## config.mk

```make
export PLATFORM = sky130hd
export DESIGN_NAME = stopwatch_control
export DESIGN_NICKNAME = d
export VERILOG_FILES = /design/src/rtl/stopwatch_control.sv
export SDC_FILE = /design/constraint.sdc
export NUM_CORES = 1
export LEC_CHECK = 0
export ABC_AREA = 1
export BUFFER_PORTS_ARGS = -buffer_cell sky130_fd_sc_hd__buf_2
export CAP_MARGIN = 40
export CORE_MARGIN = 10
export CORE_UTILIZATION = 35
export CTS_BUF_LIST = sky130_fd_sc_hd__clkbuf_8
export CTS_CLUSTER_SIZE = 12
export DETAILED_ROUTE_END_ITERATION = 6
export SYNTH_ARGS = -nofsm -noshare
export SYNTH_HDL_FRONTEND = slang
export SYNTH_SLANG_ARGS = --single-unit
export TNS_END_PERCENT = 30
```

## constraint.sdc

```tcl
create_clock -name clk_i -period 1.4 [get_ports clk_i]
set_input_delay 0.07 -clock clk_i [delete_from_list [all_inputs] [get_ports clk_i]]
set_output_delay 0.07 -clock clk_i [all_outputs]
set_load 0.02 [all_outputs]
```

## src/rtl/stopwatch_control.sv

```systemverilog
// Stopwatch front end: synchronise and debounce three buttons, then run an idle/run/pause FSM with lap freeze.
// Press-to-output latency is SYNC_STAGES+DB_CYCLES+1 clocks; there is no backpressure, and discarded presses are never queued.
module stopwatch_control #(
    parameter int DB_CYCLES   = 2000000,
    parameter int SYNC_STAGES = 2
) (
    input  logic       clk_i,
    input  logic       rst_i,
    input  logic       start_btn_i,
    input  logic       stop_btn_i,
    input  logic       clear_btn_i,
    output logic       run_o,
    output logic       clear_o,
    output logic       freeze_o,
    output logic [1:0] state_o
);

    localparam int CW = $clog2(DB_CYCLES);
    localparam logic [CW-1:0] CNT_MAX = CW'(DB_CYCLES - 1);

    typedef enum logic [1:0] {
        ST_IDLE  = 2'b00,
        ST_RUN   = 2'b01,
        ST_PAUSE = 2'b10
    } state_t;

    // Button index: 0 = start, 1 = stop, 2 = clear.
    logic [2:0] w_raw;
    logic [2:0] w_press;

    assign w_raw = {clear_btn_i, stop_btn_i, start_btn_i};

    for (genvar g = 0; g < 3; g++) begin : g_btn
        logic [SYNC_STAGES-1:0] r_sync;
        logic                   r_db;
        logic [CW-1:0]          r_cnt;
        logic                   r_press;
        logic                   w_s;

        assign w_s        = r_sync[SYNC_STAGES-1];
        assign w_press[g] = r_press;

        // A level is accepted only after DB_CYCLES consecutive differing samples.
        always_ff @(posedge clk_i) begin
            if (rst_i) begin
                r_sync  <= '0;
                r_db    <= 1'b0;
                r_cnt   <= '0;
                r_press <= 1'b0;
            end else begin
                r_sync  <= {r_sync[SYNC_STAGES-2:0], w_raw[g]};
                r_press <= 1'b0;
                if (w_s == r_db) begin
                    r_cnt <= '0;
                end else if (r_cnt == CNT_MAX) begin
                    r_db    <= w_s;
                    r_cnt   <= '0;
                    r_press <= w_s;
                end else begin
                    r_cnt <= r_cnt + CW'(1);
                end
            end
        end
    end

    state_t r_state, w_state_nxt;
    logic   r_freeze, w_freeze_nxt;
    logic   r_clear, w_clear_nxt;

    always_ff @(posedge clk_i) begin
        if (rst_i) begin
            r_state  <= ST_IDLE;
            r_freeze <= 1'b0;
            r_clear  <= 1'b0;
        end else begin
            r_state  <= w_state_nxt;
            r_freeze <= w_freeze_nxt;
            r_clear  <= w_clear_nxt;
        end
    end

    // Priority clear > stop > start, skipping any press that is illegal in the current state.
    always_comb begin
        w_state_nxt  = r_state;
        w_freeze_nxt = r_freeze;
        w_clear_nxt  = 1'b0;
        case (r_state)
            ST_IDLE: begin
                if (w_press[2]) begin
                    w_clear_nxt = 1'b1;
                end else if (w_press[0]) begin
                    w_state_nxt  = ST_RUN;
                    w_freeze_nxt = 1'b0;
                end
            end
            ST_RUN: begin
                if (w_press[1]) begin
                    w_state_nxt  = ST_PAUSE;
                    w_freeze_nxt = 1'b0;
                end else if (w_press[0]) begin
                    w_freeze_nxt = ~r_freeze;
                end
            end
            ST_PAUSE: begin
                if (w_press[2]) begin
                    w_state_nxt  = ST_IDLE;
                    w_clear_nxt  = 1'b1;
                    w_freeze_nxt = 1'b0;
                end else if (w_press[0]) begin
                    w_state_nxt  = ST_RUN;
                    w_freeze_nxt = 1'b0;
                end
            end
            default: begin
                w_state_nxt  = ST_IDLE;
                w_freeze_nxt = 1'b0;
            end
        endcase
    end

    assign run_o    = (r_state == ST_RUN);
    assign clear_o  = r_clear;
    assign freeze_o = r_freeze;
    assign state_o  = r_state;

endmodule

```

## Yosys cells after proc, flatten, opt, wreduce, memory -nomap -nowiden

Cells that the tools add are included.

- Output and inout port bits: 5
- Word-level logic and storage cells: 63
- Flip-flop bits (word level): 79
- Bits of input ports: 5

- Muxes and demuxes: 12
- Bitwise gates (word level): 8
- Eq/ne operators: 11
- Reductions and logical operators: 14
- Add/subtract/negate cells: 3

Operators by type and width:

| cell | count |
|---|---|
| adder 21 x 1 -> 21 bit, second input constant | 3 |
| equality test 21 bit, second input constant | 3 |
| OR reduction 3 bit | 6 |
| AND reduction 2 bit | 5 |
| 2-to-1 mux 2 bit | 4 |
| inverter 1 bit | 8 |
| 2-to-1 mux 1 bit | 6 |
| one-hot mux 2 bit (3 select lines) | 1 |
| OR reduction 2 bit | 2 |
| equality test 1 bit | 3 |
| inequality test 3 x 1 -> 1 bit, second input constant | 1 |
| one-hot mux 1 bit (3 select lines) | 1 |
| equality test 2 x 1 -> 1 bit, second input constant | 1 |
| equality test 2 bit, second input constant | 1 |
| zero test 2 bit | 1 |
| inequality test 2 x 1 -> 1 bit, second input constant | 1 |
| inequality test 2 bit, second input constant | 1 |

## Logic depth before layout (Yosys ltp)

- Depth in word-level cells: 4
- Depth in mapped cells: 9
- Mapped depth without buffers: 9

## Least setup slack after synthesis

OpenSTA, ideal clock, no wires.

- Path kind: register to register
- Start: reg g_btn[0].r_cnt[0]
- End: reg g_btn[0].r_cnt[9]
- Cell stages (with the launch flop): 8
- Data arrival time: 1264 ps
- Buffers on the path: 1
- Required time: 1277 ps
- Setup slack: 14 ps
- Cells stage by stage: dfxtp_1 -> ha_1 -> nand3_2 -> nor2_1 -> nand3_1 -> nand2_2 -> buf_6 -> nor3_2

- Longest elaborated chain between the ends: 2

RTL lines:

| item | RTL line | text |
|---|---|---|
| from (decl) | 36 | `logic [CW-1:0] r_cnt;` |
| from (signal assigned) | 60 | `r_cnt <= r_cnt + CW'(1);` |
| parallel branches: the longest is 2 deep, another holds adder 21 x 1 -> 21 bit | n/a |  |

Parallel ways; which one is timed is not known.
A chain may end at the register's enable or synchronous reset.

## Worst setup path in the final report

- Start: reg g_btn[1].r_cnt[1]
- End: reg g_btn[1].r_cnt[16]

- Longest elaborated chain between the ends: 2

RTL lines:

| item | RTL line |
|---|---|
| from (decl) | 36 |
| from (signal assigned) | 60 |
| parallel branches: the longest is 2 deep, another holds adder 21 x 1 -> 21 bit | n/a |

Parallel ways; which one is timed is not known.

==> results.env <==
INITIAL_UTILIZATION_PCT=35.40
FIN_SKEW_NS=0.01277
FINAL_MIN_PERIOD_OVER_CLOCK_PERIOD_PCT=94.85
CP-START-KIND='flop'
POST-ROUTE-MIN-PERIOD_NS=1.328
FLOORPLAN.IO_PINS=10
TRITONCTS='built'
SYNTH.AREA.TOP_CELLS='dfxtp_1 (39%), nand2_1 (14%), nor2_1 (13%), inv_1 (7.0%), nand3_1 (4.7%)'
ACHIEVABLE-FREQUENCY_MHz=753.1
FINAL_CORE_UTILIZATION_PCT=43.09
GRT_SETUP_UNREPAIRED='yes'
DRTITER0DRC=222
DESIGN.FINAL.NETS=654
POST_ROUTE_CELLS_DRIVE_ABOVE_1_SHARE_PCT=19.85
GLOBALROUTEOVERFLOWTOTAL=0
GLOBALROUTETOTALUTIL_PCT=11.00
WORST_SKEW_PAIR_LATENCY_NS=0.36
IRDROPWORSTVDD_mV=0.6092
CLOCKBUFFERDEPTH=2
REQUIRED_TIME_WORST_ENDPOINT_NS=1.71
DIE-AREA_SQ_UM=16130
CRITPATHCAPTURETYPE='flop'
TIMING_MAX_TRANSITION_VIOLATIONS_FINAL=0
CTS.HTREE.LEVELS=3
AREAGROWTHSYNTHTOFINISH_PCT=21.73
HOLD_VIOL_FINAL=0
ROWS=39
SYNTH.YOSYS.SEQ_AREA_SHARE_PCT=39.46
POST_LAYOUT_NONFILLER_INSTANCES=793
DRV_CAP=0
WORST_SETUP_SLACK_FINAL_NS=0.07209
CTS-ROOT-BUF='clkbuf_8'
ROUTE.DETAILED.WL_PER_INST_UM=10.92
SYNTHESIS.AREA_SQ_UM=4008
HOLD_PATH.CLASS='input port to flop'
PLACEDCELLCOUNT=766
DIE_WIDTH_UM=127.0
SLEW-LIMIT-HEADROOM_PCT=81.03
DRT.ANTENNA.VIOLATING_NETS=0
OUTCOME='complete, no violations'
NETLIST-CELL-TYPE-COUNT=32
NUMCLOCKSINKS=79
FIRST_GLOBAL_VIAS=3491
YOSYS_WARNINGS=0
HPWLAFTERDP_MM=6.305
CLK_PIN_SLEW_WORST_PATHS_NS=0.08
TIGHTESTPINTRANSITION_NS=0.2823
CRIT_TYPE='flop to flop'
CRITPATHMAXFANOUT=4
MAPPEDNETLISTNETS=610
POST_DETAILED_ROUTING_WIRE_LENGTH_MM=8.660
POWERDENSITY_nW_PER_UM2=852.9
FINALWEIGHTEDCONGESTION=0.8667
SYNTH_TOP_AREA_SHARE_PCT=39.46
GLOBAL_ROUTE_WIRE_LENGTH_BEFORE_REPAIR_MM=15.07
DIE_HEIGHT_UM=127.0
SYN_AVG_CELL_AREA_SQ_UM=6.657
WORST_EP_ARRIVAL_TIME_NS=1.64
GRT_START_MAX_NET_PINS=22
VIAS_PER_CELL=4.628
POSTLAYOUTCELLAREA_SQ_UM=4878
FILLER_CELL_COUNT=1182
SYNTH-SEQ-CELLS=79
ROUTE.VIAS.TOTAL=3670
SYNTH_LARGEST_AREA_CELL='dfxtp_1'
REPORT.FINAL.SETUP_VIOL=0
REMAINING_DRC_ERRORS=0
POST_SYN_INSTANCES=602
CTS_MADE_BUFFERS=9
POST-PLACE-WS_NS=-0.08837
ANTENNA_CELLS=0
FLOORPLAN.CORE_AREA_SQ_UM=11320
POST-LAYOUT-TOTAL-POWER_W=0.004161
DRTPASS1ITERATIONS=5
IO_BUFFER_COUNT=9
PLACE_AREA_SQ_UM=4319
ANTENNA_FOUND_INITIAL=0
LEAKAGE_POWER_OF_THE_DESIGN_nW=1.589
## Yosys cell counts
| master | count |
|---|---|
| a21oi_1 | 27 |
| nor4_1 | 1 |
| o21ai_1 | 3 |
| nor2_2 | 8 |
| nand3_2 | 6 |
| inv_1 | 75 |
| nor3_1 | 12 |
| or2_0 | 2 |
| nand2_2 | 6 |
| inv_2 | 1 |
| ha_1 | 3 |
| o21ai_0 | 7 |
| a21oi_2 | 1 |
| nand4_1 | 7 |
| nor3_2 | 2 |
| a31oi_1 | 1 |
| and2_1 | 2 |
| or2_2 | 4 |
| xor2_1 | 14 |
| o21bai_1 | 1 |
| nor2_1 | 135 |
| clkbuf_1 | 1 |
| dfxtp_1 | 79 |
| nand3_1 | 38 |
| nand3b_1 | 2 |
| nor2_4 | 4 |
| nand2_1 | 145 |
| xnor2_1 | 7 |
| buf_6 | 5 |
| a21o_1 | 1 |
| nor3b_1 | 1 |
| o21a_1 | 1 |
## placed cells by master (no fill, tap or decap), types with 2 or more instances in the layout
| cell | n |
|---|---|
| a21oi_1 | 26 |
| a21oi_2 | 2 |
| and2_1 | 2 |
| buf_2 | 9 |
| buf_4 | 22 |
| buf_6 | 3 |
| bufinv_16 | 2 |
| clkbuf_8 | 10 |
| clkinv_2 | 2 |
| dfxtp_1 | 62 |
| dfxtp_2 | 16 |
| dlygate4sd3_1 | 3 |
| ha_4 | 3 |
| inv_1 | 75 |
| nand2_1 | 142 |
| nand2_2 | 7 |
| nand2_4 | 3 |
| nand3_1 | 32 |
| nand3_2 | 7 |
| nand3_4 | 5 |
| nand3b_1 | 2 |
| nand4_1 | 7 |
| nor2_1 | 119 |
| nor2_2 | 16 |
| nor2_4 | 12 |
| nor3_1 | 12 |
| nor3_2 | 2 |
| o21ai_0 | 5 |
| o21ai_1 | 5 |
| or2_0 | 2 |
| or2_2 | 4 |
| xnor2_1 | 7 |
| xor2_1 | 14 |
## power breakdown
group,switching (W),total [W],internal (W)
clock network,0.000794,0.00182,0.00103
logic,0.0000452,0.0000769,0.0000316
registers,0.00000541,0.00226,0.00225
total,0.000845,0.00416,0.00332
## area by class of cell
| type | count | area [sq um] | area share (%) |
|---|---|---|---|
| Clock buffer | 10 | 137.6 | 2.821 |
| Sequential cell | 79 | 1605 | 32.91 |
| Timing Repair Buffer | 38 | 294.0 | 6.027 |
| Inverter | 76 | 290.3 | 5.950 |
| Clock inverter | 5 | 73.82 | 1.513 |
| Multi-Input combinational cell | 442 | 2298 | 47.11 |
| Tap cell | 143 | 178.9 | 3.668 |
## per-layer routing
metal | share of wire (%) | GRT usage [%] | routed length, um
met1 | 47 | 13.36 | 4067
met2 | 47 | 18.17 | 4028
met3 | 5.2 | 3.226 | 446
met4 | 1.4 | 3.751 | 118
met5 | 0 | 0 | 0
## stage by stage
| step | hold WS (ns) | TNS [ns] |
|---|---|---|
| finish | 0.02324 | 0 |
| CTS | 0.03022 | -0.01855 |
| global placement | 0.3138 | -0.3436 |
| detailed placement | 0.3219 | -1.011 |
| floorplan | 0.1461 | 0 |
| global route | 0.06225 | -0.2031 |
## flip-flops by register name (all words and copies together), names as in the netlist
register       flops
g_btn.r_cnt       63
g_btn.r_sync       6
g_btn.r_db         3
g_btn.r_press      3
state_o            2
clear_o            1
freeze_o           1
## cell families (layout without fill, tap and decap cells)
kind of cell,Yosys count,in the layout,share of synthesized area [%]
AND/OR/NAND/NOR,375,376,40.84
buffers and inverters,82,129,8.617
flip-flops,79,79,39.46
AO/OA/AOI/OAI,42,42,5.557
XOR/XNOR,21,21,4.590
adder cells (fa/ha/maj),3,3,0.9367
## worst paths after layout
kind	startpoint	to	slack, ns	cells after the start
worst max register to register	g_btn[1].r_cnt[1]$_SDFF_PP0_	g_btn[1].r_cnt[16]$_SDFF_PP0_	0.07	8
worst min register to register	g_btn[2].r_sync[0]$_SDFF_PP0_	g_btn[2].r_sync[1]$_SDFF_PP0_	0.40	2
worst min-delay path	rst_i	state_o[0]$_SDFFE_PP0P_	0.02	3
worst max-delay path	g_btn[1].r_cnt[1]$_SDFF_PP0_	g_btn[1].r_cnt[16]$_SDFF_PP0_	0.07	8
## timing repair
| action | CTS | global route |
|---|---|---|
| cloned | 1 | 0 |
| pin swaps | 2 | 17 |
| resized for setup | 4 | 70 |
| buffers inserted | 0 | 8 |
| endpoints found under the setup margin | 16 | 65 |
| endpoints found under the hold margin | 3 | 0 |
| hold buffers | 3 | 0 |
## worst max-delay path, stage by stage, from the launching register on
cell,delay [ns]
dfxtp_4,0.37
ha_4,0.16
nand2_2,0.08
nor2_4,0.16
nand2_1,0.11
nor2_1,0.16
xor2_1,0.16
nand2_1,0.06
inv_1,0.04
Power figures use the tool's default switching activity.
